--- config.mk ---
export PLATFORM = sky130hd
export DESIGN_NAME = imem_load_arb_flat
export DESIGN_NICKNAME = d
export VERILOG_FILES = /design/src/rtl/imem_load_arb_if.sv /design/src/rtl/imem_load_arb.sv /design/src/flat_wrapper.sv
export SDC_FILE = /design/constraint.sdc
export NUM_CORES = 1
export LEC_CHECK = 0
export ABC_AREA = 1
export CAP_MARGIN = 20
export CORE_UTILIZATION = 40
export DETAILED_ROUTE_END_ITERATION = 12
export PLACE_DENSITY = 0.78
export SYNTH_ARGS = -nofsm -noshare
export SYNTH_HDL_FRONTEND = slang
export SYNTH_SLANG_ARGS = --single-unit
--- constraint.sdc ---
create_clock -name clk -period 1.9 [get_ports clk]
set_input_delay 0.38 -clock clk [delete_from_list [all_inputs] [get_ports clk]]
set_output_delay 0.38 -clock clk [all_outputs]
set_load 0.05 [all_outputs]
--- src/rtl/imem_load_arb_if.sv ---
// Bundle of the loader, CPU fetch and memory-port signals of imem_load_arb.
// slave is the arbiter's view; master is the view of whatever surrounds it.
interface imem_load_arb_if #(
  parameter int AW = 8,
  parameter int DW = 24
);
  logic          ld_start;
  logic          ld_valid;
  logic [7:0]    ld_data;
  logic          ld_last;
  logic          ld_ready;
  logic          cpu_req;
  logic [AW-1:0] cpu_addr;
  logic [DW-1:0] cpu_rdata;
  logic          cpu_rvalid;
  logic          cpu_hold;
  logic [AW-1:0] mem_addr;
  logic          mem_we;
  logic [DW-1:0] mem_wdata;
  logic [DW-1:0] mem_rdata;
  logic          load_busy;
  logic          load_err;
  logic [AW:0]   words_loaded;

  modport slave (
    input  ld_start, ld_valid, ld_data, ld_last, cpu_req, cpu_addr, mem_rdata,
    output ld_ready, cpu_rdata, cpu_rvalid, cpu_hold, mem_addr, mem_we, mem_wdata,
           load_busy, load_err, words_loaded
  );

  modport master (
    output ld_start, ld_valid, ld_data, ld_last, cpu_req, cpu_addr, mem_rdata,
    input  ld_ready, cpu_rdata, cpu_rvalid, cpu_hold, mem_addr, mem_we, mem_wdata,
           load_busy, load_err, words_loaded
  );
endinterface

--- src/rtl/imem_load_arb.sv ---
// Shares one instruction-memory port between CPU fetches and a byte-wide loader
// that packs MSB-first words and writes them at sequential addresses from 0.
module imem_load_arb #(
  parameter int AW  = 8,
  parameter int DW  = 24,
  parameter int BPW = 3
) (
  input  logic             clk,
  input  logic             rst,
  imem_load_arb_if.slave   bus
);
  localparam int BCW = (BPW > 1) ? $clog2(BPW) : 1;
  localparam int WCW = AW + 1;
  localparam logic [AW-1:0] LAST_ADDR = {AW{1'b1}};

  typedef enum logic [1:0] {S_RUN, S_LOAD, S_WRITE} state_t;

  state_t         r_state;
  logic [AW-1:0]  r_wptr;
  logic [AW:0]    r_words;
  logic [BCW-1:0] r_bcnt;
  logic [DW-1:0]  r_asm;
  logic           r_last;
  logic           r_err;
  logic [DW-1:0]  r_rdata;
  logic           r_rvalid;

  logic [DW-1:0]  w_asm_fill;
  logic           w_word_done;

  // Byte lane k takes the incoming byte only when it is the one being filled.
  for (genvar gi = 0; gi < BPW; gi++) begin : g_lane
    assign w_asm_fill[DW-1-8*gi -: 8] = (r_bcnt == BCW'(gi)) ? bus.ld_data
                                                              : r_asm[DW-1-8*gi -: 8];
  end

  assign w_word_done = bus.ld_last || (r_bcnt == BCW'(BPW - 1));

  always_ff @(posedge clk) begin
    if (rst) begin
      r_state  <= S_RUN;
      r_wptr   <= '0;
      r_words  <= '0;
      r_bcnt   <= '0;
      r_asm    <= '0;
      r_last   <= 1'b0;
      r_err    <= 1'b0;
      r_rdata  <= '0;
      r_rvalid <= 1'b0;
    end else begin
      r_rvalid <= 1'b0;
      case (r_state)
        S_RUN: begin
          // A read issued alongside ld_start is still served.
          if (bus.cpu_req) begin
            r_rdata  <= bus.mem_rdata;
            r_rvalid <= 1'b1;
          end
          if (bus.ld_start) begin
            r_state <= S_LOAD;
            r_wptr  <= '0;
            r_words <= '0;
            r_bcnt  <= '0;
            r_asm   <= '0;
            r_last  <= 1'b0;
            r_err   <= 1'b0;
          end
        end
        S_LOAD: begin
          if (bus.ld_valid) begin
            r_asm <= w_asm_fill;
            if (w_word_done) begin
              r_state <= S_WRITE;
              r_last  <= bus.ld_last;
              if (bus.ld_last && (r_bcnt != BCW'(BPW - 1)))
                r_err <= 1'b1;
            end else begin
              r_bcnt <= r_bcnt + BCW'(1);
            end
          end
        end
        S_WRITE: begin
          r_wptr  <= r_wptr + AW'(1);
          r_words <= r_words + WCW'(1);
          r_bcnt  <= '0;
          r_asm   <= '0;
          r_last  <= 1'b0;
          // A full memory ends the load rather than wrapping onto address 0.
          if (r_last) begin
            r_state <= S_RUN;
          end else if (r_wptr == LAST_ADDR) begin
            r_state <= S_RUN;
            r_err   <= 1'b1;
          end else begin
            r_state <= S_LOAD;
          end
        end
        default: r_state <= S_RUN;
      endcase
    end
  end

  // Gating with rst keeps a WRITE caught by reset from reaching the memory.
  assign bus.mem_we       = (r_state == S_WRITE) && !rst;
  assign bus.ld_ready     = (r_state == S_LOAD) && !rst;
  assign bus.mem_addr     = (r_state == S_RUN) ? bus.cpu_addr : r_wptr;
  assign bus.mem_wdata    = r_asm;
  assign bus.cpu_hold     = (r_state != S_RUN);
  assign bus.load_busy    = (r_state != S_RUN);
  assign bus.cpu_rdata    = r_rdata;
  assign bus.cpu_rvalid   = r_rvalid;
  assign bus.load_err     = r_err;
  assign bus.words_loaded = r_words;
endmodule

--- src/flat_wrapper.sv ---
// flat-port wrapper written by rule: the top's interface ports become plain ports
module imem_load_arb_flat 
#(
  parameter int AW  = 8,
  parameter int DW  = 24,
  parameter int BPW = 3
)
  (clk, rst, bus_ld_start, bus_ld_valid, bus_ld_data, bus_ld_last, bus_cpu_req, bus_cpu_addr, bus_mem_rdata, bus_ld_ready, bus_cpu_rdata, bus_cpu_rvalid, bus_cpu_hold, bus_mem_addr, bus_mem_we, bus_mem_wdata, bus_load_busy, bus_load_err, bus_words_loaded);
  imem_load_arb_if #(.AW(AW), .DW(DW)) bus_i ();
  input  logic clk;
  input  logic rst;
  input wire logic [$bits(bus_i.ld_start)-1:0] bus_ld_start;
  input wire logic [$bits(bus_i.ld_valid)-1:0] bus_ld_valid;
  input wire logic [$bits(bus_i.ld_data)-1:0] bus_ld_data;
  input wire logic [$bits(bus_i.ld_last)-1:0] bus_ld_last;
  input wire logic [$bits(bus_i.cpu_req)-1:0] bus_cpu_req;
  input wire logic [$bits(bus_i.cpu_addr)-1:0] bus_cpu_addr;
  input wire logic [$bits(bus_i.mem_rdata)-1:0] bus_mem_rdata;
  output wire logic [$bits(bus_i.ld_ready)-1:0] bus_ld_ready;
  output wire logic [$bits(bus_i.cpu_rdata)-1:0] bus_cpu_rdata;
  output wire logic [$bits(bus_i.cpu_rvalid)-1:0] bus_cpu_rvalid;
  output wire logic [$bits(bus_i.cpu_hold)-1:0] bus_cpu_hold;
  output wire logic [$bits(bus_i.mem_addr)-1:0] bus_mem_addr;
  output wire logic [$bits(bus_i.mem_we)-1:0] bus_mem_we;
  output wire logic [$bits(bus_i.mem_wdata)-1:0] bus_mem_wdata;
  output wire logic [$bits(bus_i.load_busy)-1:0] bus_load_busy;
  output wire logic [$bits(bus_i.load_err)-1:0] bus_load_err;
  output wire logic [$bits(bus_i.words_loaded)-1:0] bus_words_loaded;
  assign bus_i.ld_start = bus_ld_start;
  assign bus_i.ld_valid = bus_ld_valid;
  assign bus_i.ld_data = bus_ld_data;
  assign bus_i.ld_last = bus_ld_last;
  assign bus_i.cpu_req = bus_cpu_req;
  assign bus_i.cpu_addr = bus_cpu_addr;
  assign bus_i.mem_rdata = bus_mem_rdata;
  assign bus_ld_ready = bus_i.ld_ready;
  assign bus_cpu_rdata = bus_i.cpu_rdata;
  assign bus_cpu_rvalid = bus_i.cpu_rvalid;
  assign bus_cpu_hold = bus_i.cpu_hold;
  assign bus_mem_addr = bus_i.mem_addr;
  assign bus_mem_we = bus_i.mem_we;
  assign bus_mem_wdata = bus_i.mem_wdata;
  assign bus_load_busy = bus_i.load_busy;
  assign bus_load_err = bus_i.load_err;
  assign bus_words_loaded = bus_i.words_loaded;
  imem_load_arb #(.AW(AW), .DW(DW), .BPW(BPW)) u_core (.clk(clk), .rst(rst), .bus(bus_i));
endmodule
# After elaboration in Yosys (flattened, before gate mapping)
# Index checks and enable logic that the tools add are counted.
[totals]
ff_bits = 72
out_inout_bits = 71
[classes]
n_eq_ne = 16
mux = 32
n_bitwise = 1
reduce_logical = 20
addsub = 3
[ops]
columns = ["cell", "count"]
rows = [
  ["$pmux W24 S3", 1],
  ["$mux W24", 2],
  ["$mux W8", 5],
  ["$reduce_and A4 Y1", 5],
  ["$pmux W9 S2", 1],
  ["$pmux W8 S2", 1],
  ["$mux W2", 7],
  ["$ne A2 B1 Y1 const B", 6],
  ["$pmux W2 S3", 2],
  ["$mux W1", 10],
  ["$ne A2 B2 Y1 const B", 5],
  ["$add A9 B1 Y9 const B", 1],
  ["$mux W9", 1],
  ["$add A8 B1 Y8 const B", 1],
  ["$eq A8 B8 Y1 const B", 1],
  ["$reduce_and A7 Y1", 1],
  ["$pmux W1 S3", 2],
  ["$eq A2 B1 Y1 const B", 2],
  ["$eq A2 B2 Y1 const B", 2],
  ["$logic_not A2 Y1", 2],
  ["$reduce_and A2 Y1", 2],
  ["$reduce_bool A2 Y1", 2],
  ["$logic_and A1 B1 Y1", 3],
  ["$reduce_and A3 Y1", 1],
  ["6 further kinds", 6],
]

# Longest topological paths before layout
# Gate-level depths: netlist (run 1).
[depth]
word_depth = 6
mapped_depth = 12
ltp_nobuf = 11

# Worst setup path after synthesis (run 1)
# No wires, ideal clock.
[synth_timing]
kind = "register to output"
startpoint = "register u_core.r_state[0]"
endpoint = "output port bus_mem_addr[2]"
stages_incl_launch_ff = 6
arrival_time_ns = 2.087
setup_slack_ns = -0.567
path_cell_list = "dfxtp_1 > inv_1 > ha_1 > buf_6 > clkbuf_1 > o21ai_0"
[synth_between]
elab_chain_cells = 2
[synth_lines]
columns = ["item", "line", "text"]
rows = [
  ["from (decl)", "imem_load_arb.sv:18", "state_t r_state;"],
  ["from (signal assigned)", "imem_load_arb.sv:41", "r_state <= S_RUN;"],
  ["from (signal assigned)", "imem_load_arb.sv:60", "r_state <= S_LOAD;"],
  ["from (signal assigned)", "imem_load_arb.sv:73", "r_state <= S_WRITE;"],
  ["$logic_not A2 Y1", "imem_load_arb.sv:106", "assign bus.mem_addr = (r_state == S_RUN) ? bus.cpu_addr : r_wptr;"],
  ["$mux W8", "imem_load_arb.sv:106", ""],
  ["to (decl)", "flat_wrapper.sv:23", "output wire logic [$bits(bus_i.mem_addr)-1:0] bus_mem_addr;"],
]
# Every way passes these cells.

# Worst setup path after layout (run 1)
[layout_timing]
startpoint = "register u_core.r_asm[22] (netlist: u_core.bus.mem_wdata[22])"
endpoint = "output port bus_mem_wdata[22]"
[layout_lines]
columns = ["item", "line", "text"]
rows = [
  ["from (decl)", "imem_load_arb.sv:22", "logic [DW-1:0] r_asm;"],
  ["from (signal assigned)", "imem_load_arb.sv:71", "r_asm <= w_asm_fill;"],
  ["to (decl)", "flat_wrapper.sv:25", "output wire logic [$bits(bus_i.mem_wdata)-1:0] bus_mem_wdata;"],
]
# No word-level cell between the ends.

==> insert_results.sql, run 1 <==
INSERT INTO impl_metrics (metric_group, metric, value, unit) VALUES
('outcome', 'status', 'finished, final reports clean', ''),
('synth', 'synth.distinct_cells', '28', ''),
('clocking', 'cts_tree', 'built', ''),
('timing', 'setup_viol', '0', ''),
('setup_path', 'slowest_stage', 'sky130_fd_sc_hd__clkdlybuf4s50_1', ''),
('routing', 'antenna_violation_net_count_after_detailed_routing', '0', ''),
('clocking', 'clock_tree.root_cell', 'sky130_fd_sc_hd__clkbuf_8', ''),
('synth', 'synth.most_common_cell', 'sky130_fd_sc_hd__nor2_1', ''),
('setup_path', 'worst-endpoint-arrival', '1490', 'ps'),
('timing', 'fin_setup_tns', '0', 'ps'),
('synth', 'synth_ff_type', 'sky130_fd_sc_hd__dfxtp_1', ''),
('finish', 'multi_input_area', '1510', 'sq um'),
('setup_path', 'largest_fanout_on_the_critical_path', '2', ''),
('global_routing', 'grt.overflow.total', '0', ''),
('timing', 'report.final.slew_viol_count', '0', ''),
('global_routing', 'largest_net_degree_at_the_start_of_global_routing', '29', ''),
('floorplan', 'io-pin-count', '117', ''),
('timing', 'unrepaired_setup_endpoints_after_global_routing', 'true', ''),
('synth', 'synth-seq-cells', '72', ''),
('routing', 'detail_route.wl_per_cell', '12.7', 'microns'),
('floorplan', 'placement_rows', '31', ''),
('synth', 'synth_nets', '488', ''),
('timing', 'final.period_utilization', '0.983', ''),
('synth', 'synth_enable_flop_cells', '0', ''),
('placed_design', 'place_congestion', '0.842', ''),
('setup_path', 'cp_data_required_time', '1520', 'ps'),
('floorplan', 'design.die.area', '8160', 'sq um'),
('setup_path', 'worst-setup-path-type', 'reg2out', ''),
('global_routing', 'grt_use_total', '0.206', ''),
('synth', 'commonest_cells_in_the_netlist', '115 x sky130_fd_sc_hd__nor2_1, 72 x sky130_fd_sc_hd__dfxtp_1, 69 x sky130_fd_sc_hd__nand2_1, 60 x sky130_fd_sc_hd__o21ai_0, 30 x sky130_fd_sc_hd__inv_1', ''),
('floorplan', 'core_area', '7410', 'sq um'),
('global_routing', 'via_count_of_the_first_global_routing_pass', '2950', ''),
('synth', 'synth_top_area_share', '0.462', ''),
('synth', 'synth_largest_area_cell', 'sky130_fd_sc_hd__dfxtp_1', ''),
('placed_design', 'numPortBuffers', '116', ''),
('clocking', 'clkSlewWorstSetupHoldPaths', '80', 'ps'),
('synth', 'post_synth_main_area_contributors', 'sky130_fd_sc_hd__dfxtp_1 46%, sky130_fd_sc_hd__nor2_1 14%, sky130_fd_sc_hd__o21ai_0 9.6%', ''),
('synth', 'synth_area_per_cell', '7.23', 'sq um'),
('routing', 'drt-initial-drc-count', '96', ''),
('power', 'power-per-cell-area', '1650', 'nW/um^2'),
('clocking', 'hold_buffers', '0', ''),
('routing', 'route.final.wire_length', '8400', 'microns'),
('timing', 'maxSlewHeadroom', '0.651', ''),
('power', 'fin_total_pwr', '7990', 'uW'),
('floorplan', 'dieWidth', '90.4', 'microns'),
('worst_hold_path', 'worstHoldPathType', 'reg2reg', ''),
('floorplan', 'initial_utilization', '0.422', ''),
('global_routing', 'grt_first_pass_wirelength', '13700', 'microns'),
('finish', 'antenna_diode_count', '0', ''),
('synth', 'post_synth_instance_area', '3120', 'sq um'),
('clocking', 'clock_sinks', '72', ''),
('synth', 'yosys_warnings', '0', ''),
('synth', 'synth_seq_area_share', '0.462', ''),
('timing', 'timing_hold_violations_final', '0', ''),
('finish', 'seq_area', '1440', 'sq um'),
('placed_design', 'hpwlAfterDp', '6200', 'microns'),
('floorplan', 'dieHeight', '90.4', 'microns'),
('setup_path', 'number_of_buffer_and_inverter_instances_along_the_worst_setup_path', '1', ''),
('setup_path', 'crit_family', 'buffers and inverters', ''),
('routing', 'vias', '3181', ''),
('power', 'p_leak', '0.00245', 'uW'),
('flow_run', 'maxCapViolCount', '0', ''),
('clocking', 'worstSkewPairLatency', '350', 'ps'),
('power', 'ir_worst_vdd', '0.00114', 'V'),
('finish', 'layout.nets', '616', ''),
('timing', 'worst_clock_skew', '13.8', 'ps'),
('routing', 'drc_errors', '0', ''),
('finish', 'flow.area_growth_from_synthesis', '54.6', '%'),
('timing', 'worst_slew_pin_slew', '523', 'ps'),
('clocking', 'cts-buffers-inserted', '9', ''),
('routing', 'dr.pass1.iters', '4', '');
## registers in the layout (all words and copies together), names as in the netlist
register,count
u_core.bus.cpu_rdata,24
u_core.bus.mem_wdata,24
u_core.bus.words_loaded,9
u_core.r_wptr,8
u_core.r_bcnt,2
u_core.r_state,2
u_core.bus.cpu_rvalid,1
u_core.bus.load_err,1
u_core.r_last,1
## kinds of logic (layout without fill, tap and decap cells)
kind of cell	after synthesis	in the layout	synth area share
simple gates	205	205	0.268
compound gates	92	92	0.157
flops	72	72	0.462
buf+inv	52	185	0.0705
fa+ha+maj	10	10	0.0401
xor+xnor	1	1	0.00280
## worst paths after layout
path,startpoint,endpoint,slack (ps),cells after the start
min reg2reg,u_core.bus.mem_wdata[7],u_core.bus.mem_wdata[7],470,2
max,u_core.bus.mem_wdata[22],bus_mem_wdata[22],30,1
min,u_core.bus.mem_wdata[7],u_core.bus.mem_wdata[7],470,2
max reg2reg,u_core.r_state[0],u_core.bus.mem_wdata[23],140,10
## area by class of cell
class	count	area share
clock buffer	9	0.0256
clock inverter	7	0.0124
inverter	36	0.0285
multi-input combinational	308	0.313
sequential	72	0.299
tap	99	0.0256
timing repair buffer	133	0.296
## per-stage QoR
stage	hold WS (ps)	cell area, sq um	instances	utilization	worst slack (ps)
4_1_cts	471	4720	662	0.638	-4.74
6_report	468	4830	664	0.652	31.5
2_1_floorplan	447	3120	432	-	-191
5_1_grt	486	4830	664	0.652	2.64
3_5_place_dp	459	4510	646	0.609	38.7
3_3_place_gp	459	4510	646	0.609	100
## where the power goes
group	total, uW	switching (uW)	internal, uW	leakage, uW
logic	4740	3100	1640	0.00177
clock network	1130	635	496	0.0000848
registers	2120	212	1910	0.000592
## placed cells by master (no fill, tap or decap), types with 3 or more instances in the layout
cell type,instances
sky130_fd_sc_hd__nor2_1,113
sky130_fd_sc_hd__dfxtp_1,70
sky130_fd_sc_hd__nand2_1,69
sky130_fd_sc_hd__o21ai_0,55
sky130_fd_sc_hd__clkdlybuf4s50_1,48
sky130_fd_sc_hd__buf_4,37
sky130_fd_sc_hd__inv_1,29
sky130_fd_sc_hd__a21oi_1,26
sky130_fd_sc_hd__dlymetal6s2s_1,26
sky130_fd_sc_hd__buf_12,13
sky130_fd_sc_hd__clkbuf_8,9
sky130_fd_sc_hd__nand3_1,8
sky130_fd_sc_hd__ha_1,8
sky130_fd_sc_hd__dlygate4sd2_1,7
sky130_fd_sc_hd__inv_2,6
sky130_fd_sc_hd__o21ai_2,5
sky130_fd_sc_hd__nor3_1,4
sky130_fd_sc_hd__nor2_4,3
sky130_fd_sc_hd__clkinvlp_4,3
sky130_fd_sc_hd__inv_6,3
## layer usage
metal,vias up,global-route usage,part of all wire
met5,-,0,0
met4,0,0.0833,0.020
met3,14,0.0530,0.068
met2,115,0.350,0.48
met1,1423,0.248,0.43
li1,1629,-,-
## timing repair
action | in CTS | in global routing
pin swaps | 0 | 1
gates resized for setup | 16 | 34
setup endpoints to repair | 19 | 36
setup buffers | 0 | 2
Power figures use the tool's default switching activity.
==> inputs of run 2 (changes only) <==
--- a/config.mk
+++ b/config.mk
@@ -8,8 +8,10 @@
 export ABC_AREA = 1
 export CAP_MARGIN = 20
 export CORE_UTILIZATION = 40
+export CTS_CLUSTER_SIZE = 14
 export DETAILED_ROUTE_END_ITERATION = 12
 export PLACE_DENSITY = 0.78
+export SLEW_MARGIN = 20
 export SYNTH_ARGS = -nofsm -noshare
 export SYNTH_HDL_FRONTEND = slang
 export SYNTH_SLANG_ARGS = --single-unit
==> results of run 2 <==
No change in the layout: final DEF, timing and power equal those of run 1.
==> inputs of run 3 (changes only) <==
--- a/config.mk
+++ b/config.mk
@@ -7,9 +7,11 @@
 export LEC_CHECK = 0
 export ABC_AREA = 1
 export CAP_MARGIN = 20
+export CORE_ASPECT_RATIO = 1.25
 export CORE_UTILIZATION = 40
 export CTS_CLUSTER_SIZE = 14
 export DETAILED_ROUTE_END_ITERATION = 12
+export HOLD_SLACK_MARGIN = 0.08
 export PLACE_DENSITY = 0.78
 export SLEW_MARGIN = 20
 export SYNTH_ARGS = -nofsm -noshare
==> run 3 against run 2 <==
  * Wire length decreased by 1.1%
  * Flip-flop and latch count unchanged
  * Global-route usage about the same
  * Power increased by 4.3%
  * Highest routed layer unchanged
==> insert_results.sql, run 3 (synthesis results as in run 1) <==
INSERT INTO impl_metrics (metric_group, metric, value, unit) VALUES
('placed_design', 'place_congestion', '0.789', ''),
('timing', 'timing_hold_violations_final', '0', ''),
('setup_path', 'cp_data_required_time', '1520', 'ps'),
('routing', 'drc_errors', '0', ''),
('setup_path', 'worst_r2r_path_depth', '11', ''),
('worst_hold_path', 'holdPathEnd', 'u_core.bus.mem_wdata[7]', ''),
('timing', 'setup_viol', '0', ''),
('setup_path', 'crit_family', 'buffers and inverters', ''),
('power', 'combinationalPowerShare', '0.569', ''),
('setup_path', 'reg2reg_slack', '220', 'ps'),
('worst_hold_path', 'hold_depth', '2', ''),
('setup_path', 'reg2reg_from', 'u_core.r_state[1]', ''),
('power', 'power.sequential.fraction', '0.254', ''),
('routing', 'detail_route.wl_per_cell', '12.7', 'microns'),
('timing', 'worst_clock_skew', '7.41', 'ps'),
('floorplan', 'dieWidth', '81.0', 'microns'),
('setup_path', 'worst-endpoint-arrival', '1480', 'ps'),
('routing', 'routed_via_density', '4.80', ''),
('global_routing', 'grt_first_pass_wirelength', '12900', 'microns'),
('timing', 'unrepaired_setup_endpoints_after_global_routing', 'false', ''),
('clocking', 'clock_tree.htree_level_count', '3', ''),
('timing', 'worst_slew_pin_slew', '539', 'ps'),
('setup_path', 'critPathCaptureType', 'output pin', ''),
('placed_design', 'placed_cells_incl_taps', '638', ''),
('power', 'p_leak', '0.00253', 'uW'),
('setup_path', 'worstReg2RegEnd', 'u_core.bus.words_loaded[5]', ''),
('finish', 'layout_commonest_cell', 'sky130_fd_sc_hd__nor2_1', ''),
('routing', 'route.final.wire_length', '8310', 'microns'),
('timing', 'fmaxAchievable', '537', 'MHz'),
('clocking', 'cts_tree', 'built', ''),
('floorplan', 'placement_rows', '35', ''),
('clocking', 'clkSlewWorstSetupHoldPaths', '70', 'ps'),
('setup_path', 'worst-setup-path-type', 'reg2out', ''),
('routing', 'antenna_violation_net_count_after_detailed_routing', '0', ''),
('floorplan', 'core_area', '7440', 'sq um'),
('clocking', 'cts_post_setup_buffers_inserted', '0', ''),
('floorplan', 'io-pin-count', '117', ''),
('setup_path', 'largest_fanout_on_the_critical_path', '2', ''),
('global_routing', 'largest_net_degree_at_the_start_of_global_routing', '53', ''),
('clocking', 'worstSkewPairLatency', '340', 'ps'),
('floorplan', 'dieHeight', '101', 'microns'),
('power', 'power_frac_clock', '0.177', ''),
('clocking', 'cts-buffers-inserted', '9', ''),
('power', 'netSwitchingFraction', '0.465', ''),
('timing', 'maxSlewHeadroom', '0.640', ''),
('power', 'power-per-cell-area', '1700', 'nW/um^2'),
('global_routing', 'antenna_violations_before_repair', '0', ''),
('setup_path', 'critical_path.max_stage_delay', '800', 'ps'),
('placed_design', 'hpwlAfterDp', '5990', 'microns'),
('global_routing', 'grt.overflow.total', '0', ''),
('routing', 'vias', '3136', ''),
('worst_hold_path', 'hold_start', 'u_core.bus.mem_wdata[7]', ''),
('clocking', 'clock_sinks', '72', ''),
('setup_path', 'slowest_stage', 'sky130_fd_sc_hd__clkdlybuf4s50_1', ''),
('routing', 'drt-initial-drc-count', '126', ''),
('timing', 'worst_hold_slack', '475', 'ps'),
('placed_design', 'numPortBuffers', '116', ''),
('clocking', 'clock_path_buffers', '2', ''),
('finish', 'flow.area_growth_from_synthesis', '56.7', '%'),
('clocking', 'clock_tree.root_cell', 'sky130_fd_sc_hd__clkbuf_8', ''),
('setup_path', 'timing.critical_path.from_type', 'flip-flop', ''),
('timing', 'report.final.slew_viol_count', '0', ''),
('flow_run', 'maxCapViolCount', '0', ''),
('finish', 'final_cell_mix', '113 x sky130_fd_sc_hd__nor2_1, 70 x sky130_fd_sc_hd__dfxtp_1, 68 x sky130_fd_sc_hd__nand2_1, 55 x sky130_fd_sc_hd__o21ai_0, 55 x sky130_fd_sc_hd__clkdlybuf4s50_1', ''),
('global_routing', 'via_count_of_the_first_global_routing_pass', '2848', ''),
('power', 'fin_total_pwr', '8330', 'uW'),
('timing', 'final.period_utilization', '0.981', ''),
('power', 'ir_worst_vdd', '0.00108', 'V'),
('worst_hold_path', 'worstHoldPathType', 'reg2reg', ''),
('clocking', 'hold_buffers', '0', ''),
('power', 'net-switching-power', '3870', 'uW'),
('setup_path', 'number_of_buffer_and_inverter_instances_along_the_worst_setup_path', '1', ''),
('floorplan', 'initial_utilization', '0.419', ''),
('finish', 'layout.cells.non_filler', '653', ''),
('power', 'intPower', '4460', 'uW'),
('routing', 'dr.pass1.iters', '4', ''),
('global_routing', 'grt_use_total', '0.206', ''),
('timing', 'timing.final.crit_period', '1860', 'ps'),
('setup_path', 'crit_chain', 'clkdlybuf4s50_1', ''),
('floorplan', 'design.die.area', '8170', 'sq um'),
('finish', 'antenna_diode_count', '0', ''),
('outcome', 'status', 'finished, final reports clean', ''),
('finish', 'drive_above_1_share', '0.153', ''),
('finish', 'layout.nets', '613', '');
run 3: cell type report:
type	instances	area (sq um)
Fill cell	641	2550
Multi-Input combinational cell	308	1520
Sequential cell	72	1440
Timing Repair Buffer	130	1440
Clock buffer	10	138
Inverter	36	138
Tap cell	92	115
Clock inverter	5	104
run 3: worst max path at each step:
| stage | startpoint | to | slack (ps) | cells past startpoint |
|---|---|---|---|---|
| after floorplan | u_core.r_state[0] | bus_mem_addr[2] | -190 | 5 |
| after detailed placement | bus_ld_start | u_core.bus.mem_wdata[17] | 30 | 8 |
| final | u_core.bus.cpu_rdata[6] | bus_cpu_rdata[6] | 40 | 1 |
| after global routing | u_core.bus.mem_wdata[20] | bus_mem_wdata[20] | 2 | 1 |
| after global placement | bus_ld_start | u_core.bus.mem_wdata[17] | 50 | 8 |
| after CTS | u_core.bus.words_loaded[5] | bus_words_loaded[5] | 1 | 1 |
run 3: through the flow:
step	util	setup TNS [ps]	setup WS (ps)	instance area (sq um)
detailed placement	0.607	0	32.8	4520
global placement	0.607	0	52.8	4520
CTS	0.646	0	1.31	4810
global route	0.657	0	1.76	4890
floorplan	-	-426	-191	3120
finish	0.657	0	36.5	4890
run 3: what timing repair did:
item                                    4_1_cts  5_1_grt
endpoints found under the setup margin       13       41
cloned                                        0        0
hold endpoints to repair                      0        0
gates resized for setup                      15       37
run 3: tightest hold or removal path, stage by stage, from the launching register on:
cell and delay (ps):
sky130_fd_sc_hd__dfxtp_1 320, sky130_fd_sc_hd__nand2_1 60, sky130_fd_sc_hd__a21oi_1 50
run 3: metal layers:
metal	track usage	wire length [microns]	vias to the layer above
li1	-	-	1632
met3	0.0407	418	21
met5	0	0	-
met1	0.236	3460	1385
met2	0.356	4200	98
met4	0.113	227	0
run 3: power by group through the flow:
stage / Combinational, uW / Clock [uW] / Sequential (uW)
floorplan: 1790 / 0 / 3380
global placement: 4640 / 0 / 2130
detailed placement: 4690 / 0 / 2140
CTS: 4780 / 1500 / 2120
global route: 5090 / 1580 / 2160
finish: 4750 / 1470 / 2120
